===== src/rtl/video_timing_gen.sv =====
// rtl/video_timing_gen.sv - runtime-reprogrammable video timing generator with request lead
module video_timing_gen #(
    parameter int W        = 12,
    parameter int PIPE_DLY = 4,
    parameter int FCNT_W   = 10
) (
    input  logic              I_clk,
    input  logic              I_rst,
    input  logic              I_en,
    input  logic              I_cfg_valid,
    output logic              O_cfg_ready,
    input  logic [W-1:0]      I_h_total,
    input  logic [W-1:0]      I_h_sync,
    input  logic [W-1:0]      I_h_bporch,
    input  logic [W-1:0]      I_h_res,
    input  logic [W-1:0]      I_v_total,
    input  logic [W-1:0]      I_v_sync,
    input  logic [W-1:0]      I_v_bporch,
    input  logic [W-1:0]      I_v_res,
    input  logic              I_hs_pol,
    input  logic              I_vs_pol,
    output logic              O_cfg_err,
    output logic              O_running,
    output logic              O_req,
    output logic [W-1:0]      O_req_x,
    output logic [W-1:0]      O_req_y,
    output logic              O_de,
    output logic              O_hs,
    output logic              O_vs,
    output logic              O_sof,
    output logic              O_eol,
    output logic [FCNT_W-1:0] O_frame_cnt
);

    localparam logic [0:0] ST_IDLE = 1'b0;
    localparam logic [0:0] ST_RUN  = 1'b1;

    // Delay line depth: raw timing reaches the transmitter PIPE_DLY cycles after the request.
    localparam int DL = PIPE_DLY + 1;

    localparam logic [W-1:0]      ONE_W = {{(W-1){1'b0}}, 1'b1};
    localparam logic [W+1:0]      ONE_X = {{(W+1){1'b0}}, 1'b1};
    localparam logic [FCNT_W-1:0] ONE_F = {{(FCNT_W-1){1'b0}}, 1'b1};

    typedef struct packed {
        logic [W-1:0] h_total;
        logic [W-1:0] h_sync;
        logic [W-1:0] h_bp;
        logic [W-1:0] h_res;
        logic [W-1:0] v_total;
        logic [W-1:0] v_sync;
        logic [W-1:0] v_bp;
        logic [W-1:0] v_res;
        logic         hs_pol;
        logic         vs_pol;
    } cfg_t;

    // Timing fields cleared, both polarities active-high.
    localparam cfg_t CFG_RST = cfg_t'({{(8*W){1'b0}}, 2'b11});

    logic [0:0]          state_q, state_d;
    logic                loaded_q, loaded_d;
    logic                pending_q, pending_d;
    logic                cfg_err_q, cfg_err_d;
    cfg_t                act_q, act_d;
    cfg_t                shd_q, shd_d;
    logic [W-1:0]        h_q, h_d;
    logic [W-1:0]        v_q, v_d;
    logic [FCNT_W-1:0]   fcnt_q, fcnt_d;
    logic                req_q, req_d;
    logic [W-1:0]        req_x_q, req_x_d;
    logic [W-1:0]        req_y_q, req_y_d;
    logic [DL-1:0][4:0]  dly_q, dly_d;

    cfg_t                cfg_in;
    logic                accept;
    logic                cfg_legal;
    logic [W+1:0]        h_sum, v_sum;
    logic                running;
    logic                h_wrap, v_wrap, frame_wrap;
    logic [W+1:0]        h_ext, v_ext;
    logic [W+1:0]        h_de_start, h_de_end, v_de_start, v_de_end;
    logic                raw_de, raw_hs, raw_vs, raw_sof, raw_eol;
    logic                hs_out, vs_out;
    logic [W-1:0]        col, row;

    // Offered config and its legality; sums are widened so large fields cannot wrap.
    always_comb begin
        cfg_in.h_total = I_h_total;
        cfg_in.h_sync  = I_h_sync;
        cfg_in.h_bp    = I_h_bporch;
        cfg_in.h_res   = I_h_res;
        cfg_in.v_total = I_v_total;
        cfg_in.v_sync  = I_v_sync;
        cfg_in.v_bp    = I_v_bporch;
        cfg_in.v_res   = I_v_res;
        cfg_in.hs_pol  = I_hs_pol;
        cfg_in.vs_pol  = I_vs_pol;
        h_sum = {2'b00, I_h_sync} + {2'b00, I_h_bporch} + {2'b00, I_h_res};
        v_sum = {2'b00, I_v_sync} + {2'b00, I_v_bporch} + {2'b00, I_v_res};
        cfg_legal = (I_h_sync != '0) && (I_h_res != '0) && (h_sum <= {2'b00, I_h_total}) &&
                    (I_v_sync != '0) && (I_v_res != '0) && (v_sum <= {2'b00, I_v_total});
        accept = I_cfg_valid && !pending_q;
    end

    // Raw timing decode from the H/V counters of the active config.
    always_comb begin
        running    = (state_q == ST_RUN);
        h_ext      = {2'b00, h_q};
        v_ext      = {2'b00, v_q};
        h_de_start = {2'b00, act_q.h_sync} + {2'b00, act_q.h_bp};
        h_de_end   = h_de_start + {2'b00, act_q.h_res};
        v_de_start = {2'b00, act_q.v_sync} + {2'b00, act_q.v_bp};
        v_de_end   = v_de_start + {2'b00, act_q.v_res};
        h_wrap     = (h_q == act_q.h_total - ONE_W);
        v_wrap     = (v_q == act_q.v_total - ONE_W);
        frame_wrap = running && h_wrap && v_wrap;
        raw_de     = running && (h_ext >= h_de_start) && (h_ext < h_de_end) &&
                     (v_ext >= v_de_start) && (v_ext < v_de_end);
        raw_hs     = running && (h_q < act_q.h_sync);
        raw_vs     = running && (v_q < act_q.v_sync);
        raw_sof    = running && (h_q == '0) && (v_q == '0);
        raw_eol    = raw_de && (h_ext + ONE_X == h_de_end);
        // Polarity is applied on entry to the delay line so trailing pixels keep the
        // polarity of the frame they belong to across a reconfiguration.
        hs_out     = act_q.hs_pol ? raw_hs : !raw_hs;
        vs_out     = act_q.vs_pol ? raw_vs : !raw_vs;
        col        = h_q - h_de_start[W-1:0];
        row        = v_q - v_de_start[W-1:0];
    end

    // Control: config load/shadow, run state, counters, request and delay line.
    always_comb begin
        state_d   = state_q;
        loaded_d  = loaded_q;
        pending_d = pending_q;
        act_d     = act_q;
        shd_d     = shd_q;
        h_d       = h_q;
        v_d       = v_q;
        fcnt_d    = fcnt_q;
        cfg_err_d = accept && !cfg_legal;
        req_d     = raw_de;
        req_x_d   = raw_de ? col : '0;
        req_y_d   = raw_de ? row : '0;
        dly_d[0]  = {raw_de, hs_out, vs_out, raw_sof, raw_eol};
        for (int i = 1; i < DL; i++) begin
            dly_d[i] = dly_q[i-1];
        end

        if (state_q == ST_IDLE) begin
            h_d = '0;
            v_d = '0;
            if (accept && cfg_legal) begin
                act_d    = cfg_in;
                loaded_d = 1'b1;
            end
            if (I_en && loaded_q) begin
                state_d = ST_RUN;
            end
        end else begin
            // A config accepted on the wrap cycle itself waits for the next wrap.
            if (accept && cfg_legal) begin
                shd_d     = cfg_in;
                pending_d = 1'b1;
            end
            if (h_wrap) begin
                h_d = '0;
                v_d = v_wrap ? '0 : v_q + ONE_W;
            end else begin
                h_d = h_q + ONE_W;
            end
            if (frame_wrap) begin
                fcnt_d = fcnt_q + ONE_F;
                if (pending_q) begin
                    act_d     = shd_q;
                    pending_d = 1'b0;
                end
                if (!I_en) begin
                    state_d = ST_IDLE;
                end
            end
        end
    end

    // State registers; reset drops loaded and pending config at any point in the frame.
    always_ff @(posedge I_clk) begin
        if (I_rst) begin
            state_q   <= ST_IDLE;
            loaded_q  <= 1'b0;
            pending_q <= 1'b0;
            cfg_err_q <= 1'b0;
            act_q     <= CFG_RST;
            shd_q     <= CFG_RST;
            h_q       <= '0;
            v_q       <= '0;
            fcnt_q    <= '0;
            req_q     <= 1'b0;
            req_x_q   <= '0;
            req_y_q   <= '0;
            dly_q     <= '0;
        end else begin
            state_q   <= state_d;
            loaded_q  <= loaded_d;
            pending_q <= pending_d;
            cfg_err_q <= cfg_err_d;
            act_q     <= act_d;
            shd_q     <= shd_d;
            h_q       <= h_d;
            v_q       <= v_d;
            fcnt_q    <= fcnt_d;
            req_q     <= req_d;
            req_x_q   <= req_x_d;
            req_y_q   <= req_y_d;
            dly_q     <= dly_d;
        end
    end

    assign O_cfg_ready = !pending_q;
    assign O_cfg_err   = cfg_err_q;
    assign O_running   = (state_q == ST_RUN);
    assign O_req       = req_q;
    assign O_req_x     = req_x_q;
    assign O_req_y     = req_y_q;
    assign O_de        = dly_q[DL-1][4];
    assign O_hs        = dly_q[DL-1][3];
    assign O_vs        = dly_q[DL-1][2];
    assign O_sof       = dly_q[DL-1][1];
    assign O_eol       = dly_q[DL-1][0];
    assign O_frame_cnt = fcnt_q;

endmodule

===== config.mk =====
export PLATFORM = sky130hd
export DESIGN_NAME = video_timing_gen
export DESIGN_NICKNAME = d
export VERILOG_FILES = /design/src/rtl/video_timing_gen.sv
export SDC_FILE = /design/constraint.sdc
export NUM_CORES = 1
export LEC_CHECK = 0
export CORE_MARGIN = 2
export CORE_UTILIZATION = 55
export CTS_CLUSTER_DIAMETER = 100
export CTS_CLUSTER_SIZE = 12
export DETAILED_ROUTE_END_ITERATION = 7
export GPL_TIMING_DRIVEN = 0
export PLACE_DENSITY = 0.8
export SYNTH_ARGS = -nofsm -noshare
export SYNTH_HDL_FRONTEND = slang
export SYNTH_SLANG_ARGS = --single-unit

===== constraint.sdc =====
create_clock -name I_clk -period 11.62 [get_ports I_clk]
set_input_delay 2.324 -clock I_clk [delete_from_list [all_inputs] [get_ports I_clk]]
set_output_delay 2.324 -clock I_clk [all_outputs]
set_load 0.1 [all_outputs]

==> key figures <==
Floorplan
  – Die area: 35,370 sq um
  – Initial core utilization: 0.5572
  – Die Span X: ~190 microns
  – Chip height: about 190 microns
  – Core Region: about 33,000 sq um
  – Number of core rows: 67
  – I/O pin count: approximately 150

GRT
  – Congestion Overflow GR: 0
  – Initial antenna violation count: 0
  – All-Layer GR Usage: 0.2904
  – First-pass GRT wire length: 82,400 microns
  – Vias in the first global route: 15,520
  – Largest net degree at the start of global routing: 14

Cells and area
  – Ant diodes: 0
  – Util after Layout: 0.6381
  – Fill count: roughly 2,800
  – Layout cell share with drive strength beyond 1: 0.04112
  – Post-layout nets: roughly 2,500
  – Register area: 5665 sq um
  – Layout overhead on the synthesized area: 14.53%
  – Post-Layout Cell Count: approximately 2,700
  – Area occupied by multi-input gates: 12,090 sq um

Worst setup path
  – Crit Path Max Fanout: 10
  – R2R setup slack: 5.93 ns
  – CP Capture Type: register
  – Largest delay share family, worst path: buffers and inverters
  – Critical path's slowest cell: clkbuf_1
  – Crit path buf inv count: 6
  – Slowest cell delay on critical path: 0.58 ns
  – Data required, critical path: between 10 and 15 ns
  – Cell mode on critical path: inv_1
  – Startpoint types: primary input
  – CP arrival: about 8.5 ns
  – Setup CP Type: in2reg

Logic synthesis
  – Seq/Total Area, Yosys: 0.3040
  – Synth Instances: about 2,000
  – Async SR Flop Fraction: 0
  – Synthesized cell area: between 15,000 and 20,000 sq um
  – Yosys Warn Count: 0
  – Syn_nets: approximately 2,300
  – Count leader, synth: dfxtp_1
  – Avg Cell Area, Syn: about 9.1 sq um
  – Synth cell count leaders: dfxtp_1, nor2_1, mux2i_1
  – Yosys top cell by area: dfxtp_1
  – Flops & latches, synth: approximately 280
  – Synth cell types: 66
  – Synth Flop Type: dfxtp_1
  – Post-synth EDFFs: 0
  – Main area contributors after synthesis: dfxtp_1, ha_1, mux2i_1
  – Area share of the largest cell type after synthesis: 0.3040

STA
  – Setup Skew: roughly 0.022 ns
  – Max_slew headroom: 0.2993
  – Actual slew at the worst max-slew pin: between 1 and 1.5 ns
  – Final worst slack: roughly 3.5 ns
  – Final setup fails: 0
  – RSZ-0062 raised after global routing: false
  – Max-slew violations: 0
  – Final hold violations: 0
  – Fmax: 0.1234 GHz
  – Fin crit period: ~8.1 ns
  – Setup TNS: 0 ns
  – Period utilization: 0.6977

Routing
  – Initial DRC count: approximately 1,300
  – First-pass DRT Iterations: 5
  – Routed Antenna Nets: 0
  – Final WL: about 52,000 microns
  – Vias per inst: about 6.0
  – DRC Markers: 0
  – Vias after detailed routing: roughly 16,000
  – DR WL/cell: ~20 microns

Placed design
  – Dpl ws: 3.050 ns
  – IO Port Bufs: approximately 140
  – Placed insts: ~2,600
  – HPWL after DPL: 41,430 microns
  – RD Place Congestion: slightly above 0.9

Clock tree
  – Post-CTS Hold Fix Bufs: 0
  – Register clock-pin slew on the reported worst setup and hold paths: about 0.060 ns
  – Clk root buf: clkbuf_16
  – Clock latency on the worst-skew pair: around 0.55 ns
  – CTS tree: built
  – Max clock buf depth: 3
  – # Post-CTS Setup Buffers: 0
  – H-tree depth: 1
  – CTS Buf Count: 27
  – CTS Sinks: 283
  – Post-CTS sizing: 0

Job
  – Max-cap viol count: 0

Pwr
  – LEAKAGE: roughly 8.0 nW
  – Total power: between 0.002 and 0.003 W
  – Maximum VDD drop: ~110 uV
  – Pwr dens: 129.3 nW/um^2

Run status
  – Status: completed

Min path
  – Hold crit path type: reg2reg
metal layers:
layer,vias to the layer above,part of all wire,track usage
met5,-,0,0
li1,7698,-,-
met4,0,0.031,0.09116
met1,7629,0.44,0.4007
met2,605,0.45,0.4735
met3,113,0.072,0.03556
cell usage in the layout, fill, tap and decap left out, types with 5 or more instances in the layout:
cell type	Yosys	final
buf_2	18	18
nand2b_1	25	25
nand2_1	64	64
a211o_1	5	5
clkbuf_16	0	27
o31ai_1	81	81
a31oi_1	7	7
a21oi_1	61	61
nor2_1	221	221
nand4b_1	98	98
mux2i_1	197	197
ha_1	171	171
inv_1	114	114
o21bai_1	13	13
nor3_1	45	45
or4_1	10	10
fa_1	32	32
and3_1	10	10
dfxtp_1	283	283
o211ai_1	13	13
nor4_1	24	24
xor2_1	63	63
a211oi_1	20	20
nand4_1	29	29
a21o_1	27	27
xnor2_1	78	78
o21ai_0	47	47
o31ai_2	20	20
o21a_1	23	23
clkdlybuf4s50_1	0	143
buf_1	6	6
mux2_2	7	7
nand3_1	35	35
nor2b_1	47	47
clkbuf_1	79	80
worst register-to-register path, stage by stage (launching register included):
cell and delay [ns]:
dfxtp_1 0.33, ha_1 0.23, fa_1 0.40, a21oi_1 0.20
nor2_1 0.11, o21a_1 0.21, o21ai_0 0.17, nand2b_1 0.09
xor2_1 0.19, ha_1 0.36, nand2_1 0.07, o41a_1 0.35
o21ai_0 0.49, xnor2_1 0.13, ha_1 0.22, or4_1 0.49
a21oi_1 0.14, a21oi_1 0.15, or4_1 0.48, clkbuf_1 0.27
clkbuf_1 0.35, nor2_1 0.18
registers in the layout, summed over array words and instances, names as in the netlist:
name and count:
O_req_x 12, O_running 1, shd_q 98, O_sof 1
v_q 12, O_cfg_err 1, O_frame_cnt 10, loaded_q 1
act_q 98, O_vs 1, dly_d 19, h_q 12
O_de 1, O_req 1, O_eol 1, pending_q 1
O_hs 1, O_req_y 12
path summary, 6_finish.rpt:
check              start    endpoint  cells past startpoint
max reg2reg    act_q[62]  O_req_y[6]                     21
max          I_h_sync[1]    shd_q[3]                     25
min            dly_d[20]       O_eol                      1
min reg2reg    dly_d[20]       O_eol                      1
kinds of logic (layout without fill, tap and decap cells):
| kind of cell | count (synthesis) | after routing | share of synthesized area |
|---|---|---|---|
| adder cells (fa/ha/maj) | 203 | 203 | 0.1492 |
| buffers and inverters | 221 | 395 | 0.04733 |
| XOR/XNOR | 143 | 143 | 0.06868 |
| AO/OA/AOI/OAI | 347 | 347 | 0.1331 |
| multiplexers | 204 | 204 | 0.1100 |
| flip-flops | 283 | 283 | 0.3040 |
| AND/OR/NAND/NOR | 638 | 638 | 0.1877 |
power by group:
part / leakage (nW) / internal, W / switching, W
Combinational: 5.40 / 0.000414 / 0.000527
Sequential: 2.28 / 0.00100 / 0.0000369
Clock: 0.353 / 0.000423 / 0.000356
Total: 8.04 / 0.00184 / 0.000920
area by class of cell:
class	instances	area share
Buffer	107	0.02128
Clock buffer	30	0.03312
Clock inverter	1	0.0004103
Inverter	114	0.02005
Multi-Input combinational cell	1535	0.5664
Sequential cell	283	0.2654
Tap cell	448	0.02626
Timing Repair Buffer	143	0.06706
per-stage QoR:
step	area, sq um	hold WS, ns
floorplan	18640	0.4138
global placement	20630	0.4186
detailed placement	20630	0.4252
CTS	21340	0.4389
global route	21340	0.4479
finish	21340	0.4351
No activity file was read; power rests on OpenSTA's default activity.
